`src/rtl/updown_mod_counter.sv`:
```
// updown_mod_counter
//   Up/down modulo counter with count enable, synchronous parallel load,
//   programmable modulus (0..MAX), a clock-enable prescaler and a choice of
//   wrap or saturate behaviour at the count boundaries.
//
// Parameters
//   N         counter width in bits
//   MAX       highest count value (1 .. 2**N-1)
//   PRESCALE  enabled clk cycles per count step (>= 1)
//   SATURATE  0 = wrap at the boundary, 1 = hold at the boundary
//
// Ports
//   clk       rising-edge clock
//   reset     asynchronous active-low reset
//   en        count enable; advances the prescaler
//   dir       count direction, 0 = down, 1 = up
//   load      synchronous parallel load (wins over a coincident step)
//   load_val  value to load, clamped to MAX
//   counter   registered count
//   tc        registered terminal-count pulse, aligned with the wrapped/held value
//   zero      counter == 0
//   at_max    counter == MAX
module updown_mod_counter #(
  parameter int N        = 5,
  parameter int MAX      = 2**N - 1,
  parameter int PRESCALE = 1,
  parameter bit SATURATE = 1'b0
) (
  input  logic         clk,
  input  logic         reset,
  input  logic         en,
  input  logic         dir,
  input  logic         load,
  input  logic [N-1:0] load_val,
  output logic [N-1:0] counter,
  output logic         tc,
  output logic         zero,
  output logic         at_max
);

  // Prescaler needs at least one bit even when every enabled cycle is a step.
  localparam int PW = (PRESCALE > 1) ? $clog2(PRESCALE) : 1;

  localparam logic [N-1:0]  MAX_V   = MAX[N-1:0];
  localparam logic [PW-1:0] PS_LAST = PW'(PRESCALE - 1);

  logic [PW-1:0] presc;
  logic          step;
  logic          at_bnd;
  logic [N-1:0]  cnt_next;

  // Out-of-range load values are clamped so the counter never exceeds MAX.
  function automatic logic [N-1:0] clamp_max(input logic [N-1:0] v);
    return (v > MAX_V) ? MAX_V : v;
  endfunction

  // Next count for a step; boundary handling selected by SATURATE.
  function automatic logic [N-1:0] step_value(input logic [N-1:0] c,
                                               input logic         up);
    logic [N-1:0] r;
    if (up) begin
      if (c < MAX_V)   r = c + 1'b1;
      else if (SATURATE) r = MAX_V;
      else             r = '0;
    end else begin
      if (c != '0)     r = c - 1'b1;
      else if (SATURATE) r = '0;
      else             r = MAX_V;
    end
    return r;
  endfunction

  always_comb begin
    step     = en && !load && (presc == PS_LAST);
    at_bnd   = dir ? (counter == MAX_V) : (counter == '0);
    cnt_next = step_value(counter, dir);
  end

  always_ff @(posedge clk or negedge reset) begin
    if (!reset) begin
      counter <= '0;
      presc   <= '0;
      tc      <= 1'b0;
    end else if (load) begin
      counter <= clamp_max(load_val);
      presc   <= '0;
      tc      <= 1'b0;
    end else if (step) begin
      counter <= cnt_next;
      presc   <= '0;
      tc      <= at_bnd;
    end else if (en) begin
      presc   <= presc + 1'b1;
      tc      <= 1'b0;
    end else begin
      tc      <= 1'b0;
    end
  end

  assign zero   = (counter == '0);
  assign at_max = (counter == MAX_V);

endmodule

```
`config.mk`:
```
export PLATFORM = sky130hd
export DESIGN_NAME = updown_mod_counter
export DESIGN_NICKNAME = d
export VERILOG_FILES = /design/src/rtl/updown_mod_counter.sv
export SDC_FILE = /design/constraint.sdc
export NUM_CORES = 1
export LEC_CHECK = 0
export BUFFER_PORTS_ARGS = -buffer_cell sky130_fd_sc_hd__clkbuf_2
export CAP_MARGIN = 15
export CORE_AREA = 2 2 39 41
export CTS_CLUSTER_DIAMETER = 200
export CTS_CLUSTER_SIZE = 24
export DETAILED_ROUTE_END_ITERATION = 6
export DIE_AREA = 0 0 41 43
export HOLD_SLACK_MARGIN = 0.06
export PLACE_DENSITY = 0.69
export SYNTH_ARGS = -nofsm -noshare
export SYNTH_HDL_FRONTEND = slang
export SYNTH_SLANG_ARGS = --single-unit
```
`constraint.sdc`:
```
create_clock -name clk -period 3.6 [get_ports clk]
set_input_delay 0.54 -clock clk [delete_from_list [all_inputs] [get_ports clk]]
set_output_delay 0.54 -clock clk [all_outputs]
set_load 0.005 [all_outputs]
```
==> results of run 1 <==
[Yosys cell counts]
| master | number | share of area (%) |
|---|---|---|
| ha_1 | 3 | 7.2 |
| inv_1 | 5 | 3.6 |
| nor4b_4 | 1 | 4.6 |
| a21o_1 | 1 | 1.4 |
| nor2_1 | 2 | 1.4 |
| and4_4 | 1 | 2.2 |
| or4_1 | 1 | 1.4 |
| a41oi_1 | 1 | 1.7 |
| and2_1 | 1 | 1.2 |
| dfrtp_1 | 7 | 34 |
| mux2i_1 | 1 | 1.9 |
| a221o_2 | 1 | 2.2 |
| and4b_2 | 1 | 2.2 |
| a21o_2 | 1 | 1.7 |
| nand2_1 | 4 | 2.9 |
| a21oi_1 | 3 | 2.9 |
| buf_2 | 1 | 0.96 |
| a21boi_0 | 1 | 1.4 |
| a221oi_1 | 1 | 1.7 |
| nor2b_1 | 2 | 2.4 |
| a211oi_1 | 2 | 2.9 |
| o21ai_0 | 3 | 2.9 |
| buf_6 | 1 | 2.2 |
| nor3b_1 | 2 | 2.9 |
| nor4_1 | 1 | 1.2 |
| a31oi_1 | 1 | 1.2 |
| and3_2 | 1 | 1.4 |
| nor3_1 | 3 | 2.9 |
| o311a_2 | 1 | 2.2 |
| o211ai_1 | 1 | 1.4 |
[per-layer routing]
layer  GRT usage [%]  vias up
met4           2.000        0
met2           23.13       21
li1                -      248
met3           9.424        0
met5               0        -
met1           19.87      229
[cell families after synthesis]
group | count (synthesis) | synth area share, %
AO/OA/AOI/OAI | 17 | 23.61
adder cells (fa/ha/maj) | 3 | 7.230
buffers and inverters | 7 | 6.746
flip-flops | 7 | 33.74
multiplexers | 1 | 1.928
AND/OR/NAND/NOR | 20 | 26.75
[registers in the layout, indices dropped and copies added (netlist names)]
signal,flops
tc,1
presc,1
counter,5
[where the power goes]
| part | switching (mW) | total (mW) | internal, mW |
|---|---|---|---|
| clock | 0.0292 | 0.0715 | 0.0423 |
| sequential | 0.0195 | 0.106 | 0.0868 |
| combinational | 0.0294 | 0.0615 | 0.0321 |
| total | 0.0781 | 0.239 | 0.161 |
[critical path: cells and delay by family, from the launching register on]
family / cells / cell delay, ns
adders and majority gates: 2 / 0.44
buffers and inverters: 1 / 0.11
DFF: 1 / 0.45
and+or+nand+nor: 1 / 0.22
[worst min path at each step]
stage	startpoint	endpoint	slack, ns	cells after the start
global placement	reset	counter[4]	0.38	1
floorplan	reset	counter[0]	0.24	0
detailed placement	reset	counter[4]	0.39	1
CTS	reset	counter[4]	0.11	1
finish	reset	counter[3]	0.11	1
global route	reset	counter[4]	0.11	1
[area by class of cell]
class	instances	area share, %
Multi-Input combinational cell	41	48.72
Timing Repair Buffer	17	13.41
Sequential cell	7	27.61
Inverter	5	2.959
Clock buffer	4	4.142
Tap cell	16	3.156
[metrics by stage]
stage | std cells | utilization (%) | power, mW | hold slack [ns]
floorplan | 55 | - | 0.1468 | 0.2444
CTS | 90 | 45.84 | 0.2406 | 0.1138
global route | 90 | 45.84 | 0.2599 | 0.1082
global placement | 86 | 43.94 | 0.1686 | 0.3833
detailed placement | 86 | 43.94 | 0.1689 | 0.3866
finish | 90 | 45.84 | 0.2393 | 0.1101
==> flow_metrics.env, run 1 <==
export IMPL_cts_root_buf="clkbuf_4"
export IMPL_top_layer="met3"
export IMPL_crit_path_start_kind="register"
export IMPL_powerDensity_mw_per_mm2=377.3
export IMPL_r2r_end="counter[4]"
export IMPL_postPlaceCellArea_um2=608.1
export IMPL_stdcell_area_um2=634.4
export IMPL_wl_met2_um=524
export IMPL_reg2reg_depth=5
export IMPL_drt_total_wl_mm=1.140
export IMPL_first_pass_iters=4
export IMPL_outcome="complete, no violations"
export IMPL_drive_gt1_share_pct=36.49
export IMPL_p_leak_nw=0.3093
export IMPL_skew_ns=0.003168
export IMPL_max_clock_freq_mhz=499.4
export IMPL_cts_tree="done"
export IMPL_final_cell_mix="17 x clkbuf_2, 7 x dfrtp_1, 5 x inv_1, 4 x nand2_1"
export IMPL_layout_nets=88
export IMPL_rsz0062_at_grt="no"
export IMPL_slew_violations=0
export IMPL_dieArea_mm2=0.001763
export IMPL_crit_type="register to output port"
export IMPL_grt_pass1_wl_mm=1.828
export IMPL_cp_slowest_stage_delay_ns=0.45
export IMPL_maxCapViolations=0
export IMPL_synthCells=55
export IMPL_synth_distinct_cells=30
export IMPL_cp_slowest_cell="dfrtp_1"
export IMPL_vias_per_cell=5.533
export IMPL_setup_ws_ns=1.598
export IMPL_vias=498
export IMPL_holdCritPathClass="input pin to asynchronous set/reset pin"
export IMPL_ys_seq_elements=7
export IMPL_core_mm2=0.001384
export IMPL_final_setup_viol_count=0
export IMPL_peakVddDrop_mv=0.2582
export IMPL_drc=0
export IMPL_nFillCells=144
export IMPL_yosysWarnings=0
export IMPL_grt_max_degree=13
export IMPL_dpl_hpwl_um=903
export IMPL_post_cts_resized=0
export IMPL_dpl_worst_slack_ns=1.869
export IMPL_grt_overflow=0
export IMPL_crit_chain="ha_1, and3_2, ha_1, clkbuf_2"
export IMPL_grt_usage_pct=15.73
export IMPL_synth_fp_nets=68
export IMPL_fp_row_count=14
export IMPL_antenna_found_initial=0
export IMPL_n_antenna_cell=0
export IMPL_cts_inserted_buffers=3
export IMPL_cts_hold_buffers=0
export IMPL_hold_viol=0
export IMPL_drt_iter0_markers=9
export IMPL_regToRegSetupSlack_ns=1.93
export IMPL_synth_area_um2=519.2
export IMPL_wl_per_cell_um=12.67
export IMPL_worst_pin_slew_ns=0.5082
export IMPL_crit_path_end_kind="output port"
export IMPL_seq_area_frac_synth_pct=33.73
export IMPL_insertion_delay_ns=0.25
export IMPL_crit_arrival_ns=1.46
export IMPL_final_min_clock_period_ns=2.002
export IMPL_syn_to_final_growth_pct=22.17
export IMPL_required_ns=3.06
export IMPL_ant_nets=0
export IMPL_met3_length_um=93
export IMPL_crit_start="counter[1]"
export IMPL_cts_sinks=7
export IMPL_maxSlewHeadroom_pct=66.04
export IMPL_post_cts_buffers=0
export IMPL_htreeDepth=1
export IMPL_reg2reg_from="counter[1]"
export IMPL_start_util_pct=37.52
export IMPL_synth_avg_cell_area_um2=9.441
export IMPL_gp_congestion=0.7392
export IMPL_layout_commonest_cell="clkbuf_2"
export IMPL_die_y_um=43
export IMPL_io_pin_count=18
export IMPL_portBuffers=17
export IMPL_cts_clk_slew_worst_paths_ns=0.05
export IMPL_multi_input_area_um2=309.0
export IMPL_regArea_um2=175.2
export IMPL_post_route_period_util_pct=55.62
export IMPL_endpoint="at_max"
export IMPL_path_common_cell="ha_1"
export IMPL_grt_pass1_vias=410
export IMPL_critPathMaxFanout=7
export IMPL_setup_tns_ns=0
export IMPL_wl_met1_um=521
export IMPL_cts_buffer_depth=2
export IMPL_die_w_um=41
Note: power is estimated with default switching activity, not from simulation.
==> run 2, diff against run 1 <==
--- a/config.mk
+++ b/config.mk
@@ -5,15 +5,16 @@
 export SDC_FILE = /design/constraint.sdc
 export NUM_CORES = 1
 export LEC_CHECK = 0
+export ABC_AREA = 1
 export BUFFER_PORTS_ARGS = -buffer_cell sky130_fd_sc_hd__clkbuf_2
 export CAP_MARGIN = 15
-export CORE_AREA = 2 2 39 41
+export CORE_MARGIN = 2
+export CORE_UTILIZATION = 43
 export CTS_CLUSTER_DIAMETER = 200
 export CTS_CLUSTER_SIZE = 24
 export DETAILED_ROUTE_END_ITERATION = 6
-export DIE_AREA = 0 0 41 43
 export HOLD_SLACK_MARGIN = 0.06
-export PLACE_DENSITY = 0.69
+export PLACE_DENSITY = 0.76
 export SYNTH_ARGS = -nofsm -noshare
 export SYNTH_HDL_FRONTEND = slang
 export SYNTH_SLANG_ARGS = --single-unit
==> constraint.sdc (replaced) <==
create_clock -name clk -period 1.65 [get_ports clk]
set_input_delay 0.2475 -clock clk [delete_from_list [all_inputs] [get_ports clk]]
set_output_delay 0.2475 -clock clk [all_outputs]
set_load 0.005 [all_outputs]
==> run 2 against run 1 <==
Combinational power rose to 4.0 times the previous value. Register-to-register slack worse by 1.7 ns. Sequential share of layout area down 3.6 points. Routed wire length increased by 20%. Critical path depth increased by 2. Flip-flop and latch count did not move. Total power rose to 2.5 times the previous value. Synthesized area up 9.9%. Die area down 7.3%. Clock skew increased by 0.0023 ns. Sequential power rose by 96%.
==> flow_metrics.env, run 2 <==
export IMPL_cp_slowest_stage_delay_ns=0.39
export IMPL_crit_chain="buf_4, inv_1, ha_4, nand2_1, nor2_1, clkbuf_2"
export IMPL_p_clk_share_pct=25.6
export IMPL_vias_per_cell=4.831
export IMPL_syn_to_final_growth_pct=28.07
export IMPL_drt_iter0_markers=10
export IMPL_synthCells=85
export IMPL_power_frac_seq_pct=34.2
export IMPL_drc=0
export IMPL_crit_buf_inv=3
export IMPL_netlist_area_leader_share_pct=30.70
export IMPL_core_mm2=0.001269
export IMPL_gp_congestion=0.8536
export IMPL_ys_seq_elements=7
export IMPL_synth_area_leader_cell="dfrtp_1"
export IMPL_dieArea_mm2=0.001634
export IMPL_holdCritPathClass="input pin to register"
export IMPL_final_setup_viol_count=0
export IMPL_cts_clk_slew_worst_paths_ns=0.05
export IMPL_grt_overflow=0
export IMPL_portBuffers=17
export IMPL_seq_area_frac_synth_pct=30.70
export IMPL_grt_usage_pct=19.95
export IMPL_synth_distinct_cells=20
export IMPL_n_antenna_cell=0
export IMPL_crit_path_start_kind="register"
export IMPL_hold_viol=0
export IMPL_regMostFlops="counter"
export IMPL_synth_fp_nets=98
export IMPL_async_flop_share_pct=100.0
export IMPL_synth_flop_cell="dfrtp_1"
export IMPL_vias=599
export IMPL_cts_sinks=7
export IMPL_die_w_um=40.43
export IMPL_drt_total_wl_mm=1.373
export IMPL_p_sw_share_pct=35.91
export IMPL_synth_avg_cell_area_um2=6.712
export IMPL_setup_ws_ns=0.1023
export IMPL_final_cell_mix="25 x nand2_1, 17 x clkbuf_2, 15 x nor2_1, 9 x inv_1, 7 x dfrtp_1"
export IMPL_drive_gt1_share_pct=30.28
export IMPL_ys_top_cells_by_area="dfrtp_1 31%, nand2_1 16%, nor2_1 9.9%"
export IMPL_yosys_cell_count_top_type="nand2_1"
export IMPL_cts_root_buf="clkbuf_4"
export IMPL_final_util_pct=57.59
export IMPL_peakVddDrop_mv=0.4573
export IMPL_dpl_hpwl_mm=1.059
export IMPL_switching_power_mw=0.2185
export IMPL_crit_path_end_kind="output port"
export IMPL_critPathMaxFanout=6
export IMPL_insertion_delay_ns=0.25
export IMPL_first_pass_iters=4
export IMPL_required_ns=1.40
export IMPL_maxSlewHeadroom_pct=83.54
export IMPL_p_int_mw=0.3901
export IMPL_post_route_period_util_pct=93.80
export IMPL_dpl_worst_slack_ns=0.2013
export IMPL_power_frac_comb_pct=40.1
export IMPL_outcome="complete, no violations"
export IMPL_ant_nets=0
export IMPL_cts_inserted_buffers=3
export IMPL_whs_ns=0.1691
export IMPL_fp_row_count=13
export IMPL_cts_buffer_depth=2
export IMPL_p_leak_nw=0.4168
export IMPL_grt_pass1_vias=526
export IMPL_final_min_clock_period_ns=1.548
export IMPL_htreeDepth=1
export IMPL_io_pin_count=18
export IMPL_die_y_um=40.43
export IMPL_crit_family="flip-flops"
export IMPL_antenna_found_initial=0
export IMPL_max_clock_freq_mhz=646.1
export IMPL_synth_area_um2=570.5
export IMPL_layout_commonest_cell="nand2_1"
export IMPL_cp_slowest_cell="dfrtp_1"
export IMPL_crit_type="register to output port"
export IMPL_setup_tns_ns=0
export IMPL_skew_ns=0.005461
export IMPL_layout_nets=123
export IMPL_powerDensity_mw_per_mm2=832.9
export IMPL_yosysWarnings=0
export IMPL_crit_arrival_ns=1.30
export IMPL_reg_top3="counter: 5 flops, presc: 1 flops, tc: 1 flops"
export IMPL_worst_pin_slew_ns=0.2468
export IMPL_slew_violations=0
export IMPL_start_util_pct=44.97
export IMPL_post_cts_buffers=0
export IMPL_wl_per_cell_um=11.07
export IMPL_largest_register_ffs=5
export IMPL_grt_pass1_wl_mm=2.083
export IMPL_synthTopCellsByCount="25 x nand2_1, 15 x nor2_1, 10 x inv_1"
export IMPL_synth_edf_count=0
export IMPL_maxCapViolations=0
export IMPL_grt_max_degree=9
export IMPL_cts_tree="done"
-- run 2: changes by cell type after synthesis, moves of 2 or more --
| cell | change |
|---|---|
| o21bai_1 | +3 |
| nand2_1 | +21 |
| nand3_1 | +3 |
| nand2_2 | +2 |
| inv_1 | +5 |
| nor3_1 | -2 |
| inv_2 | +2 |
| nor2_1 | +13 |
| o21ai_1 | +3 |
| nor2b_1 | -2 |
| nor3b_1 | -2 |
| a21oi_1 | -2 |
-- run 2: power groups by stage --
stage / Sequential (mW) / Combinational, mW / Clock, mW
3_5_place_dp: 0.210 / 0.230 / 0
6_report: 0.208 / 0.244 / 0.156
2_1_floorplan: 0.223 / 0.138 / 0
5_1_grt: 0.211 / 0.278 / 0.172
4_1_cts: 0.208 / 0.234 / 0.163
3_3_place_gp: 0.209 / 0.225 / 0
-- run 2: path summary, 6_finish.rpt --
kind	to	cells after the start	start	slack (ns)
max	zero	6	counter[1]	0.10
min	presc	2	en	0.17
max reg2reg	counter[4]	9	counter[0]	0.19
min reg2reg	presc	2	presc	0.51
max in group asynchronous	counter[1]	2	reset	1.11
min in group asynchronous	counter[4]	2	reset	0.37
-- run 2: layout make-up --
cell class,instances,area (µm²)
fill,122,538.0
multi-input combinational,64,340.3
sequential,7,175.2
timing repair buffer,22,125.1
inverter,12,45.04
clock buffer,4,26.28
tap,15,18.77
-- run 2: layer usage --
metal / vias to the layer above / wire length (µm) / GRT usage, %
met4: 0 / 0 / 5.000
met1: 273 / 560 / 18.94
met5: - / 0 / 0
li1: 316 / - / -
met2: 10 / 754 / 38.49
met3: 0 / 58 / 8.333
-- run 2: timing repair --
item                                   4_1_cts  5_1_grt
setup endpoints to repair                    0        1
gates resized for setup                      0        3
hold buffers                                 1        0
endpoints found under the hold margin        7        0
-- run 2: worst reg2reg max path, delay by kind of cell, from the launching register on --
family / cells / cell delay [ns]
flops: 1 / 0.38
simple gates: 5 / 0.34
compound gates: 2 / 0.17
fa+ha+maj: 2 / 0.47
-- run 2: logic make-up after synthesis --
family / count (synthesis) / synth area share (%)
adders and majority gates: 3 / 6.580
and+or+nand+nor: 50 / 39.25
buffers and inverters: 14 / 11.84
AOI/OAI and AO/OA: 11 / 11.62
DFF: 7 / 30.70
-- run 2: stage by stage --
stage | instances | area (µm²) | power [mW]
floorplan | 85 | 570.5 | 0.3610
global placement | 119 | 681.9 | 0.4341
detailed placement | 119 | 681.9 | 0.4398
CTS | 124 | 718.2 | 0.6046
global route | 124 | 730.7 | 0.6615
finish | 124 | 730.7 | 0.6086
==> run 3, diff against run 2 <==
--- a/config.mk
+++ b/config.mk
@@ -14,7 +14,7 @@
 export CTS_CLUSTER_SIZE = 24
 export DETAILED_ROUTE_END_ITERATION = 6
 export HOLD_SLACK_MARGIN = 0.06
-export PLACE_DENSITY = 0.76
+export PLACE_DENSITY = 0.77
 export SYNTH_ARGS = -nofsm -noshare
 export SYNTH_HDL_FRONTEND = slang
 export SYNTH_SLANG_ARGS = --single-unit
==> run 3 against run 2 <==
Register-to-register slack improved by 0.03 ns. Utilization unchanged. First-iteration DRC count increased by 110%. Setup slack improved by 0.0099 ns. Maximum frequency increased by 0.65%. Worst hold slack got worse by 0.012 ns. Cell count unchanged. Routed wire length decreased by 3.6%. Total power increased by 0.35%. Count of clock-buffer cells in the layout unchanged. Via count increased by 1.3%. Critical endpoint unchanged.
==> flow_metrics.env, run 3 (same netlist as run 2, synthesis figures left out) <==
export IMPL_whs_path_depth=2
export IMPL_fp_row_count=13
export IMPL_max_clock_freq_mhz=650.3
export IMPL_drc=0
export IMPL_cts_inserted_buffers=3
export IMPL_maxSlewHeadroom_pct=83.02
export IMPL_wl_per_cell_um=10.68
export IMPL_grt_pass1_vias=486
export IMPL_regToRegSetupSlack_ns=0.22
export IMPL_core_mm2=0.001269
export IMPL_n_antenna_cell=0
export IMPL_gp_congestion=0.8282
export IMPL_endpoint="zero"
export IMPL_placedCellCount=119
export IMPL_skew_ns=0.01012
export IMPL_grt_usage_pct=18.68
export IMPL_final_cell_mix="25 x nand2_1, 17 x clkbuf_2, 15 x nor2_1, 9 x inv_1, 7 x dfrtp_1"
export IMPL_start_util_pct=44.97
export IMPL_dieArea_mm2=0.001634
export IMPL_portBuffers=17
export IMPL_cts_root_buf="clkbuf_4"
export IMPL_final_util_pct=57.59
export IMPL_setup_tns_ns=0
export IMPL_largest_register_ffs=5
export IMPL_post_cts_buffers=0
export IMPL_regMostFlops="counter"
export IMPL_crit_type="register to output port"
export IMPL_outcome="complete, no violations"
export IMPL_crit_path_start_kind="register"
export IMPL_first_pass_iters=6
export IMPL_whs_ns=0.1569
export IMPL_slew_violations=0
export IMPL_powerDensity_mw_per_mm2=835.9
export IMPL_critPathMaxFanout=6
export IMPL_p_total_mw=0.6108
export IMPL_cts_tree="done"
export IMPL_grt_max_degree=9
export IMPL_nFillCells=127
export IMPL_crit_start="counter[1]"
export IMPL_cts_clk_slew_worst_paths_ns=0.06
export IMPL_maxCapViolations=0
export IMPL_peakVddDrop_mv=0.6580
export IMPL_post_route_period_util_pct=93.20
export IMPL_drt_total_wl_mm=1.324
export IMPL_multi_input_area_um2=340.3
export IMPL_crit_arrival_ns=1.29
export IMPL_layout_nets=123
export IMPL_layout_commonest_cell="nand2_1"
export IMPL_dpl_hpwl_mm=1.051
export IMPL_reg2reg_from="counter[0]"
export IMPL_cts_buffer_depth=2
export IMPL_worst_pin_slew_ns=0.2547
export IMPL_io_pin_count=18
export IMPL_vias_per_cell=4.895
export IMPL_ant_nets=0
export IMPL_p_leak_nw=0.4168
export IMPL_final_min_clock_period_ns=1.538
export IMPL_final_cells=124
export IMPL_required_ns=1.40
export IMPL_final_setup_viol_count=0
export IMPL_insertion_delay_ns=0.26
export IMPL_die_w_um=40.43
export IMPL_syn_to_final_growth_pct=28.07
export IMPL_cts_sinks=7
export IMPL_r2r_end="counter[4]"
export IMPL_holdCritPathClass="input pin to register"
export IMPL_grt_pass1_wl_mm=1.925
export IMPL_htreeDepth=1
export IMPL_hold_viol=0
export IMPL_grt_overflow=0
export IMPL_vias=607
export IMPL_antenna_found_initial=0
export IMPL_reg2reg_depth=9
export IMPL_rsz0062_at_grt="no"
export IMPL_drt_iter0_markers=21
export IMPL_drive_gt1_share_pct=30.28
export IMPL_die_y_um=40.43
export IMPL_crit_path_end_kind="output port"
export IMPL_regArea_um2=175.2
export IMPL_reg_top3="counter: 5 flops, presc: 1 flops, tc: 1 flops"
run 3: how the worst min path moves through the flow:
stage           from    endpoint  slack [ns]
3_5_place_dp   reset          tc         0.1
5_1_grt           en       presc        0.16
2_1_floorplan  reset  counter[0]       -0.05
4_1_cts           en       presc        0.16
3_3_place_gp   reset          tc        0.09
6_report          en       presc        0.16
run 3: where the power goes:
| part | total [mW] | switching, mW | internal (mW) |
|---|---|---|---|
| combinational | 0.243 | 0.137 | 0.106 |
| clock | 0.159 | 0.0668 | 0.0926 |
| sequential | 0.208 | 0.0170 | 0.191 |
run 3: cell type report:
class / count / share of cell area, %
Sequential cell: 7 / 23.97
Inverter: 12 / 6.164
Clock buffer: 4 / 3.596
Multi-Input combinational cell: 64 / 46.58
Timing Repair Buffer: 22 / 17.12
Tap cell: 15 / 2.568
run 3: layer usage:
metal	vias to the layer above	track usage [%]	wire length [µm]	part of all wire (%)
met1	281	19.54	550	42
li1	313	-	-	-
met4	0	2.500	0	0
met5	-	0	0	0
met3	0	10.00	88	6.6
met2	13	33.33	685	52
run 3: worst max-delay path: stages, from the launching register on:
cell and delay, ns:
dfrtp_1 0.38, buf_4 0.16, inv_1 0.08, ha_4 0.15, nand2_1 0.07, nor2_1 0.09, clkbuf_2 0.12
run 3: through the flow:
| stage | setup WS (ns) | instance area [µm²] |
|---|---|---|
| 2_1_floorplan | 0.1763 | 570.5 |
| 3_3_place_gp | 0.2447 | 681.9 |
| 3_5_place_dp | 0.2059 | 681.9 |
| 4_1_cts | 0.03252 | 718.2 |
| 5_1_grt | 0.03944 | 730.7 |
| 6_report | 0.1122 | 730.7 |
run 3: what timing repair did:
| action | CTS | global route |
|---|---|---|
| hold buffers | 1 | 0 |
| setup endpoints to repair | 0 | 1 |
| resized for setup | 0 | 3 |
| hold endpoints to repair | 7 | 0 |
